File: config.mk
export PLATFORM = sky130hd
export DESIGN_NAME = prog_counter_flat
export DESIGN_NICKNAME = d
export VERILOG_FILES = /design/src/rtl/prog_counter_pkg.sv /design/src/rtl/prog_counter_if.sv /design/src/rtl/tick_prescaler.sv /design/src/rtl/prog_counter.sv /design/src/flat_wrapper.sv
export SDC_FILE = /design/constraint.sdc
export NUM_CORES = 1
export LEC_CHECK = 0
export CELL_PAD_IN_SITES_DETAIL_PLACEMENT = 1
export CELL_PAD_IN_SITES_GLOBAL_PLACEMENT = 2
export CORE_MARGIN = 2
export CORE_UTILIZATION = 34
export CTS_CLUSTER_SIZE = 40
export DETAILED_ROUTE_END_ITERATION = 8
export GPL_TIMING_DRIVEN = 0
export PLACE_DENSITY_LB_ADDON = 0.1
export SETUP_SLACK_MARGIN = 0.05
export SYNTH_ARGS = -nofsm -noshare
export SYNTH_HDL_FRONTEND = slang
export SYNTH_SLANG_ARGS = --single-unit
File: constraint.sdc
create_clock -name clock -period 9.35 [get_ports clock]
set_input_delay 2.805 -clock clock [delete_from_list [all_inputs] [get_ports clock]]
set_output_delay 2.805 -clock clock [all_outputs]
set_load 0.03 [all_outputs]
File: src/rtl/prog_counter_pkg.sv
// prog_counter_pkg: shared mode and FSM state definitions for prog_counter
package prog_counter_pkg;
  typedef enum logic [1:0] {
    MODE_UP     = 2'd0,
    MODE_DOWN   = 2'd1,
    MODE_UPDOWN = 2'd2
  } counter_mode_t;
  typedef logic [1:0] state_t;
  localparam state_t ST_IDLE = 2'd0;
  localparam state_t ST_RUN  = 2'd1;
  localparam state_t ST_DONE = 2'd2;
endpackage

File: src/rtl/prog_counter_if.sv
// prog_counter_if: control and status bundle between a timer client and prog_counter
interface prog_counter_if #(
  parameter int WIDTH      = 32,
  parameter int PRESCALE_W = 16,
  parameter int EVT_W      = 16
);
  logic                  start, stop, enable, one_shot, load;
  logic [1:0]            mode;
  logic [WIDTH-1:0]      limit, load_value, counter;
  logic [PRESCALE_W-1:0] prescale;
  logic                  dir, tc, done, busy;
  logic [EVT_W-1:0]      wrap_count;
  modport master (
    output start, stop, enable, one_shot, load, mode, limit, load_value, prescale,
    input  counter, dir, tc, done, busy, wrap_count
  );
  modport slave (
    input  start, stop, enable, one_shot, load, mode, limit, load_value, prescale,
    output counter, dir, tc, done, busy, wrap_count
  );
endinterface

File: src/rtl/tick_prescaler.sv
// tick_prescaler: divides run cycles so tick fires once every prescale+1 of them
module tick_prescaler #(
  parameter int PRESCALE_W = 16
) (
  input  logic                  clock,
  input  logic                  reset_n,
  input  logic                  clear,
  input  logic                  run,
  input  logic [PRESCALE_W-1:0] prescale,
  output logic                  tick
);
  logic [PRESCALE_W-1:0] cnt;
  // >= lets a lowered prescale wrap immediately instead of counting through the top
  assign tick = cnt >= prescale;
  always_ff @(posedge clock) begin
    if (!reset_n || clear) cnt <= '0;
    else if (run) cnt <= tick ? '0 : cnt + PRESCALE_W'(1);
  end
endmodule

File: src/rtl/prog_counter.sv
// prog_counter: programmable up/down/triangle timer with prescaler, load and terminal events
module prog_counter
  import prog_counter_pkg::*;
#(
  parameter int WIDTH      = 32,
  parameter int PRESCALE_W = 16,
  parameter int EVT_W      = 16
) (
  input logic          clock,
  input logic          reset_n,
  prog_counter_if.slave bus
);
  state_t           state;
  counter_mode_t    md;
  logic             tick, step, term, ndir, going_down, dir_q, tc_q;
  logic [WIDTH-1:0] cnt, lim, ld, nxt, up_nxt, dn_nxt;
  logic [EVT_W-1:0] wc;
  assign md   = bus.mode == 2'd3 ? MODE_UP : counter_mode_t'(bus.mode);
  assign lim  = bus.limit;
  assign ld   = bus.load_value > lim ? lim : bus.load_value;
  assign step = state == ST_RUN && bus.enable && tick;
  tick_prescaler #(.PRESCALE_W(PRESCALE_W)) u_prescaler (
    .clock    (clock),
    .reset_n  (reset_n),
    .clear    (!bus.stop && (bus.load || bus.start)),
    .run      (state == ST_RUN && bus.enable && !bus.stop),
    .prescale (bus.prescale),
    .tick     (tick)
  );
  // triangle mode turns around at the ends instead of wrapping
  always_comb begin
    up_nxt     = cnt < lim ? cnt + WIDTH'(1) : (md == MODE_UPDOWN ? lim : '0);
    dn_nxt     = cnt != '0 ? cnt - WIDTH'(1) : (md == MODE_UPDOWN ? '0 : lim);
    going_down = md == MODE_DOWN || (md == MODE_UPDOWN && dir_q);
    nxt        = going_down ? dn_nxt : up_nxt;
    ndir       = md == MODE_UPDOWN ? (dir_q ? (nxt != '0 || lim == '0) : nxt == lim) : md == MODE_DOWN;
    term       = md == MODE_UP   ? nxt == lim && cnt <= lim :
                 md == MODE_DOWN ? nxt == '0 : nxt == '0 && (dir_q || lim == '0);
  end
  always_ff @(posedge clock) begin
    if (!reset_n) begin
      state <= ST_IDLE;
      cnt   <= '0;
      dir_q <= 1'b0;
      tc_q  <= 1'b0;
      wc    <= '0;
    end else if (bus.stop) begin
      state <= ST_IDLE;
      tc_q  <= 1'b0;
    end else if (bus.load || bus.start) begin
      tc_q <= 1'b0;
      cnt  <= bus.load ? ld : (md == MODE_DOWN ? lim : '0);
      if (bus.start) begin
        state <= ST_RUN;
        dir_q <= md == MODE_DOWN;
        wc    <= '0;
      end
    end else begin
      tc_q <= step && term;
      if (step) begin
        cnt   <= nxt;
        dir_q <= ndir;
        if (term) begin
          wc <= &wc ? wc : wc + EVT_W'(1);
          if (bus.one_shot) state <= ST_DONE;
        end
      end
    end
  end
  assign bus.counter    = cnt;
  assign bus.dir        = dir_q;
  assign bus.tc         = tc_q;
  assign bus.done       = state == ST_DONE;
  assign bus.busy       = state == ST_RUN;
  assign bus.wrap_count = wc;
endmodule

File: src/flat_wrapper.sv
// flat-port wrapper written by rule: the top's interface ports become plain ports
module prog_counter_flat import prog_counter_pkg::*;
#(
  parameter int WIDTH      = 32,
  parameter int PRESCALE_W = 16,
  parameter int EVT_W      = 16
)
  (clock, reset_n, bus_start, bus_stop, bus_enable, bus_one_shot, bus_load, bus_mode, bus_limit, bus_load_value, bus_prescale, bus_counter, bus_dir, bus_tc, bus_done, bus_busy, bus_wrap_count);
  prog_counter_if #(.WIDTH(WIDTH), .PRESCALE_W(PRESCALE_W), .EVT_W(EVT_W)) bus_i ();
  input logic clock;
  input logic reset_n;
  input wire logic [$bits(bus_i.start)-1:0] bus_start;
  input wire logic [$bits(bus_i.stop)-1:0] bus_stop;
  input wire logic [$bits(bus_i.enable)-1:0] bus_enable;
  input wire logic [$bits(bus_i.one_shot)-1:0] bus_one_shot;
  input wire logic [$bits(bus_i.load)-1:0] bus_load;
  input wire logic [$bits(bus_i.mode)-1:0] bus_mode;
  input wire logic [$bits(bus_i.limit)-1:0] bus_limit;
  input wire logic [$bits(bus_i.load_value)-1:0] bus_load_value;
  input wire logic [$bits(bus_i.prescale)-1:0] bus_prescale;
  output wire logic [$bits(bus_i.counter)-1:0] bus_counter;
  output wire logic [$bits(bus_i.dir)-1:0] bus_dir;
  output wire logic [$bits(bus_i.tc)-1:0] bus_tc;
  output wire logic [$bits(bus_i.done)-1:0] bus_done;
  output wire logic [$bits(bus_i.busy)-1:0] bus_busy;
  output wire logic [$bits(bus_i.wrap_count)-1:0] bus_wrap_count;
  assign bus_i.start = bus_start;
  assign bus_i.stop = bus_stop;
  assign bus_i.enable = bus_enable;
  assign bus_i.one_shot = bus_one_shot;
  assign bus_i.load = bus_load;
  assign bus_i.mode = bus_mode;
  assign bus_i.limit = bus_limit;
  assign bus_i.load_value = bus_load_value;
  assign bus_i.prescale = bus_prescale;
  assign bus_counter = bus_i.counter;
  assign bus_dir = bus_i.dir;
  assign bus_tc = bus_i.tc;
  assign bus_done = bus_i.done;
  assign bus_busy = bus_i.busy;
  assign bus_wrap_count = bus_i.wrap_count;
  prog_counter #(.WIDTH(WIDTH), .PRESCALE_W(PRESCALE_W), .EVT_W(EVT_W)) u_core (.clock(clock), .reset_n(reset_n), .bus(bus_i));
endmodule
==> metrics.yaml, run 1 <==
setup_path:
  startpoint_type: "primary input"
  critPathKind: "in2reg"
  reg2reg_setup_slack_ns: 3.08
  cp_common_cell: "nand4_1"
  r2r_cells: 15
  r2r_start: "u_core.bus.counter[31]"
  critPathTopFamily: "buffers and inverters"
  end_kind: "flop"
  crit_fanout: 10
  cp.depth: 19
  cp_num_buf_inv: 6
  cp_cell_sequence: "clkdlybuf4s50_1 -> clkbuf_1 -> inv_1 -> ha_1 -> nand4_1 -> nor3_1 -> o21ai_0 -> a31oi_4 -> clkbuf_2 -> clkbuf_2 -> o311ai_0 -> o311ai_0 -> nand4_1 -> nor4_1 -> nand4_1 -> o21a_2 -> buf_6 -> or4_1 -> a21oi_1"
  cp.arrival_ns: 9.57
  slowest_delay_ns: 0.60
  r2r-end: "u_core.bus.wrap_count[14]"
  cp.required_ns: 9.63
  crit_slowest_cell: "clkdlybuf4s50_1"
placement:
  portBuffers: 124
  gp_congestion: 1.03
  pre_cts_ws_ns: -1.41
  dp_hpwl_mm: 47.2
  post_dp_cell_area_um2: 11500
sta:
  finalHoldWorstSlack_ns: 0.475
  hold_viol: 0
  worst_slew_pin_slew_ns: 1.25
  slew_headroom: 0.159
  setup_viol: 0
  drv_slew: 0
  fin_ws_ns: 0.0556
  skew_ns: 0.0148
  rsz0062_at_grt: "false"
  fmax_ghz: 0.108
  final.min_clock_period_ns: 9.29
  finalSetupTns_ns: 0
  timing.final.crit_share: 0.994
routing:
  ant_nets: 0
  first_pass_iters: 7
  vias: 12600
  drt_drc_violations_left: 0
  wire_per_inst_um: 31.5
  wirelength_mm: 59.5
  drtIter0Drc: 1359
  vias_per_cell: 6.66
global_routing:
  grt_use_met2: 0.594
  met1_usage: 0.513
  grt_pass1_vias: 12500
  grt_max_degree: 14
  overflow: 0
  grt_pass1_wl_mm: 86.2
  antenna_found_initial: 2
  grt.total_usage: 0.388
  busiest_layer: "met2"
  grt_use_met3: 0.0858
run:
  maxCapViolations: 0
synthesis:
  yosysSeqAreaShare: 0.140
  ys_async_sr_fraction: 0
  synthesis.nets: 1546
  syn_area_um2: 9730
  yosys_warnings: 0
  yosys_register_bits: 68
  synth_top_area_share: 0.140
  synth_cells: 1370
  synth.area.top_cells: "dfxtp_1 14%, ha_1 11%, a21oi_1 5.7%"
  avgSynthCellArea_um2: 7.10
  synth_cell_type_count: 80
  synth_top_cell_by_area: "dfxtp_1"
  synth_edf_count: 0
  synth-main-ff-cell: "dfxtp_1"
power_and_ir_drop:
  total_power_mw: 1.48
  p_leak_nw: 4.62
  power_density_nw_per_um2: 124
  irDropWorstVdd_mv: 0.0779
finish:
  stdcell_area_um2: 11900
  nets: 1683
  final_layout_size_suffix_gt1_frac: 0.0516
  area_growth_pct: 22.0
  fillers: 3581
  num_antenna_cells: 0
clocking:
  worst_skew_pair.late_latency_ns: 0.37
  cts-buffers-inserted: 9
  ctsHoldBuffers: 0
  clk_pin_slew_ns: 0.07
  cts.sinks: 68
  htree_levels: 3
  cts_tree: "built"
  root_buffer: "clkbuf_16"
  clockBufferDepth: 2
die:
  core-area_um2: 28000
  die_h_um: 173
  start_util: 0.347
  ios: 141
  dieArea_um2: 30000
  rows: 61
  die_x_um: 173
outcome:
  status: "finished clean"
worst_hold_path:
  hold_start: "u_core.state[1]"
  holdPathEnd: "u_core.state[1]"
  hold-path-cell-count: 2
  hold_class: "reg2reg"
-- how the worst max path moves through the flow --
stage,start,end,slack [ns]
6_report,bus_limit[6],u_core.bus.wrap_count[14],0.06
5_1_grt,bus_limit[6],u_core.bus.wrap_count[14],0.12
4_1_cts,bus_limit[6],u_core.bus.wrap_count[13],0.07
3_5_place_dp,bus_limit[31],u_core.bus.wrap_count[13],-1.41
3_3_place_gp,bus_limit[25],u_core.bus.wrap_count[14],-1.93
2_1_floorplan,bus_limit[27],u_core.bus.wrap_count[14],2.60
-- layout by cell type (no fill, tap or decap), types with 40 or more instances in the layout --
| cell type | netlist | routed |
|---|---|---|
| a21oi_1 | 111 | 110 |
| nand4_1 | 60 | 60 |
| nand2_1 | 127 | 127 |
| clkdlybuf4s50_1 | 0 | 124 |
| dfxtp_1 | 68 | 68 |
| ha_1 | 87 | 87 |
| inv_1 | 69 | 69 |
| mux2i_1 | 40 | 40 |
| nand3_1 | 59 | 59 |
| clkbuf_1 | 84 | 78 |
| o21ai_0 | 77 | 76 |
| nor2_1 | 87 | 87 |
-- cells in the mapped netlist, drive strengths merged, types with 4 or more instances --
cell type / instances
o211ai: 17
a22o: 6
a31oi: 14
xnor2: 33
nand4: 61
a211oi: 15
a32o: 28
o21a: 5
or4: 15
or2: 5
and3: 16
and2: 10
o21ai: 82
o22ai: 10
ha: 87
nor4: 31
o31a: 6
or3: 15
a21oi: 111
a221oi: 19
nor2b: 8
a21o: 30
dfxtp: 68
a31o: 4
nor3: 32
a41o: 4
nor2: 87
clkbuf: 84
a22oi: 6
nor3b: 7
nand2: 127
inv: 70
o311ai: 6
buf: 27
o31ai: 20
mux2i: 40
and4: 11
xor2: 28
a41oi: 4
nand3: 59
a221o: 4
nand2b: 9
o221ai: 4
o2111ai: 6
-- per-layer routing --
layer | part of all wire | up-vias
li1 | - | 5495
met1 | 0.42 | 6216
met2 | 0.43 | 702
met3 | 0.092 | 166
met4 | 0.054 | 2
met5 | 0.000017 | -
-- worst register-to-register path, stage by stage (launching register included) --
cell      delay (ns)
dfxtp_1         0.65
ha_1            0.28
nand4_1         0.39
nor3_1          0.34
a22oi_1         0.26
nand2_1         0.53
clkbuf_1        0.85
o31ai_1         0.18
o21ai_0         0.80
nand4_1         0.30
nor4_4          0.43
a31oi_1         0.20
o21a_2          0.21
buf_6           0.16
or4_1           0.47
a21oi_1         0.14
-- what timing repair did --
| item | 4_1_cts | 5_1_grt |
|---|---|---|
| endpoints found under the setup margin | 20 | 16 |
| buffers inserted | 0 | 2 |
| pin swaps | 0 | 1 |
| resized for setup | 8 | 15 |
| cloned | 0 | 0 |
| endpoints found under the hold margin | 0 | 0 |
-- stage by stage --
stage | instances | util
after floorplan | 1370 | -
after global placement | 1872 | 0.409
after detailed placement | 1872 | 0.409
after CTS | 1888 | 0.422
after global routing | 1890 | 0.424
final | 1890 | 0.424
-- registers in the layout, summed over array words and instances (netlist names) --
name and count:
u_core.state 2, u_core.u_prescaler.cnt 16, u_core.bus.dir 1, u_core.bus.counter 32
u_core.bus.wrap_count 16, u_core.bus.tc 1
-- power by group --
group / internal, mW / total (mW) / switching [mW]
Combinational: 0.243 / 0.738 / 0.495
Sequential: 0.300 / 0.317 / 0.0169
Clock: 0.237 / 0.420 / 0.183
Total: 0.780 / 1.48 / 0.695
-- layout make-up --
class,instances,area (um^2),area share
multi-input combinational,1121,7700,0.649
inverter,70,263,0.0221
tap,378,473,0.0398
buffer,111,478,0.0403
sequential,68,1360,0.115
clock buffer,9,225,0.0190
clock inverter,7,98.8,0.00833
timing repair buffer,126,1270,0.107
-- cells by family after synthesis --
| group | after synthesis | share of synthesized area |
|---|---|---|
| AOI/OAI and AO/OA | 433 | 0.304 |
| xor gates and xnor gates | 61 | 0.0549 |
| adders and majority gates | 87 | 0.112 |
| buffers and inverters | 181 | 0.0754 |
| DFF | 68 | 0.140 |
| muxes | 42 | 0.0435 |
| and+or+nand+nor | 498 | 0.270 |
No activity file was read; power rests on OpenSTA's default activity.
==> run 2: changes to the inputs <==
--- a/config.mk
+++ b/config.mk
@@ -5,6 +5,7 @@
 export SDC_FILE = /design/constraint.sdc
 export NUM_CORES = 1
 export LEC_CHECK = 0
+export CAP_MARGIN = 10
 export CELL_PAD_IN_SITES_DETAIL_PLACEMENT = 1
 export CELL_PAD_IN_SITES_GLOBAL_PLACEMENT = 2
 export CORE_MARGIN = 2
==> run 2 against run 1 <==
Via count about the same. First-iteration DRC count rose by 6.3%. Non-clock buffer count grew 1. Fmax down 0.37%. Global-route usage unchanged. Setup slack got worse by 0.035 ns. Count of clock-buffer cells in the layout stayed put. Cell count barely moved. Routed wire length increased by 0.11%. Cell area about the same. Critical path depth is the same.
==> metrics.yaml, run 2 (synthesized netlist as in run 1, its figures left out) <==
die:
  core-area_um2: 28000
  die_h_um: 173
  dieArea_um2: 30000
  die_x_um: 173
  ios: 141
  start_util: 0.347
  rows: 61
setup_path:
  crit_slowest_cell: "clkdlybuf4s50_1"
  r2r_cells: 16
  r2r_start: "u_core.bus.counter[31]"
  reg2reg_setup_slack_ns: 3.03
  cp_num_buf_inv: 6
  end_kind: "flop"
  startpoint_type: "primary input"
  cp.arrival_ns: 9.63
  r2r-end: "u_core.bus.wrap_count[14]"
  critPathKind: "in2reg"
  cp.required_ns: 9.65
  critPathTopFamily: "buffers and inverters"
  slowest_delay_ns: 0.60
  crit_fanout: 10
  cp_cell_sequence: "clkdlybuf4s50_1 -> clkbuf_1 -> inv_1 -> ha_1 -> nand4_1 -> nor3_1 -> o21ai_0 -> a31oi_4 -> clkbuf_2 -> clkbuf_2 -> nor3_1 -> a221oi_2 -> nand3_1 -> nor4_2 -> a31oi_1 -> o21a_2 -> buf_6 -> or4_1 -> a21oi_1"
  cp.depth: 19
routing:
  vias: 12600
  drtIter0Drc: 1444
  vias_per_cell: 6.66
  wirelength_mm: 59.5
  wire_per_inst_um: 31.5
  ant_nets: 0
  drt_drc_violations_left: 0
  first_pass_iters: 5
sta:
  rsz0062_at_grt: "true"
  final.min_clock_period_ns: 9.33
  drv_slew: 0
  skew_ns: 0.0164
  finalHoldWorstSlack_ns: 0.474
  fin_ws_ns: 0.0210
  worst_slew_pin_slew_ns: 1.22
  setup_viol: 0
  fmax_ghz: 0.107
  slew_headroom: 0.186
  hold_viol: 0
  timing.final.crit_share: 0.998
clocking:
  worst_skew_pair.late_latency_ns: 0.37
  ctsHoldBuffers: 0
  clockBufferDepth: 2
  root_buffer: "clkbuf_16"
  clk_pin_slew_ns: 0.07
  cts.sinks: 68
  cts_tree: "built"
  htree_levels: 3
  cts-buffers-inserted: 9
power_and_ir_drop:
  irDropWorstVdd_mv: 0.0776
  cell_internal_pwr_uw: 780
  p_clk_frac: 0.286
  p_sw_frac: 0.471
  power_density_nw_per_um2: 124
  sequentialPowerShare: 0.215
  total_power_mw: 1.48
  pwr-share-comb: 0.499
  p_sw_uw: 696
  p_leak_nw: 4.62
finish:
  num_antenna_cells: 0
  nets: 1684
  area_growth_pct: 22.0
  final_cell_mix: "127 x nand2_1, 124 x clkdlybuf4s50_1, 110 x a21oi_1, 87 x nor2_1, 87 x ha_1"
  layout_commonest_cell: "nand2_1"
  fin_util: 0.424
  largest_reg_flops: 32
  final_layout_size_suffix_gt1_frac: 0.0522
worst_hold_path:
  holdPathEnd: "u_core.state[1]"
  hold_start: "u_core.state[1]"
  hold-path-cell-count: 2
  hold_class: "reg2reg"
global_routing:
  overflow: 0
  antenna_found_initial: 2
  grt.total_usage: 0.388
  grt_pass1_wl_mm: 86.2
  grt_max_degree: 14
  grt_pass1_vias: 12500
placement:
  portBuffers: 124
  dp_hpwl_mm: 47.2
  pre_cts_ws_ns: -1.41
  gp_congestion: 1.03
outcome:
  status: "finished clean"
run:
  maxCapViolations: 0
run 2: what timing repair did:
item	in CTS	in global routing
endpoints found under the setup margin	20	16
resized for setup	8	14
buffers inserted	0	2
pin swaps	0	1
run 2: through the flow:
stage               area (um^2)  std cells  TNS, ns
global route              11900       1891        0
floorplan                  9730       1370        0
CTS                       11800       1888        0
finish                    11900       1891        0
detailed placement        11500       1872   -23.65
global placement          11400       1872   -34.11
run 2: worst min-delay path, delay by kind of cell (launching register included):
kind	cells	cell delay (ns)
AOI/OAI and AO/OA	1	0.05
and+or+nand+nor	1	0.05
DFF	1	0.32
run 2: metal layers:
metal,GRT usage,vias to the layer above,share of wire
li1,-,5503,-
met1,0.513,6167,0.42
met2,0.594,749,0.43
met3,0.0858,168,0.095
met4,0.188,2,0.054
met5,0.00481,-,0.00027
run 2: cell type report:
cell class / instances / area, um^2
fill: 3582 / 16100
multi-input combinational: 1121 / 7700
sequential: 68 / 1360
inverter: 70 / 263
buffer: 111 / 477
tap: 378 / 473
clock buffer: 9 / 225
clock inverter: 7 / 98.8
timing repair buffer: 127 / 1270
run 2: worst max-delay path by stage:
stage | startpoint | to | slack, ns
after detailed placement | bus_limit[31] | u_core.bus.wrap_count[13] | -1.41
after floorplan | bus_limit[27] | u_core.bus.wrap_count[14] | 2.60
after global placement | bus_limit[25] | u_core.bus.wrap_count[14] | -1.93
after global routing | bus_limit[6] | u_core.bus.wrap_count[14] | 0.02
after CTS | bus_limit[6] | u_core.bus.wrap_count[13] | 0.07
final | bus_limit[6] | u_core.bus.wrap_count[14] | 0.02
run 2: power by group through the flow:
stage / registers (mW) / logic, mW / clock network (mW)
after floorplan: 0.338 / 0.396 / 0
after global placement: 0.323 / 0.695 / 0
after detailed placement: 0.323 / 0.701 / 0
after CTS: 0.317 / 0.707 / 0.424
after global routing: 0.319 / 0.768 / 0.433
final: 0.317 / 0.736 / 0.422
==> run 3: changes to the inputs <==
--- a/config.mk
+++ b/config.mk
@@ -10,6 +10,7 @@
 export CELL_PAD_IN_SITES_GLOBAL_PLACEMENT = 2
 export CORE_MARGIN = 2
 export CORE_UTILIZATION = 34
+export CTS_BUF_LIST = sky130_fd_sc_hd__clkbuf_8 sky130_fd_sc_hd__clkbuf_16
 export CTS_CLUSTER_SIZE = 40
 export DETAILED_ROUTE_END_ITERATION = 8
 export GPL_TIMING_DRIVEN = 0
==> results of run 3 <==
No change in the layout: final DEF, timing and power equal those of run 2.
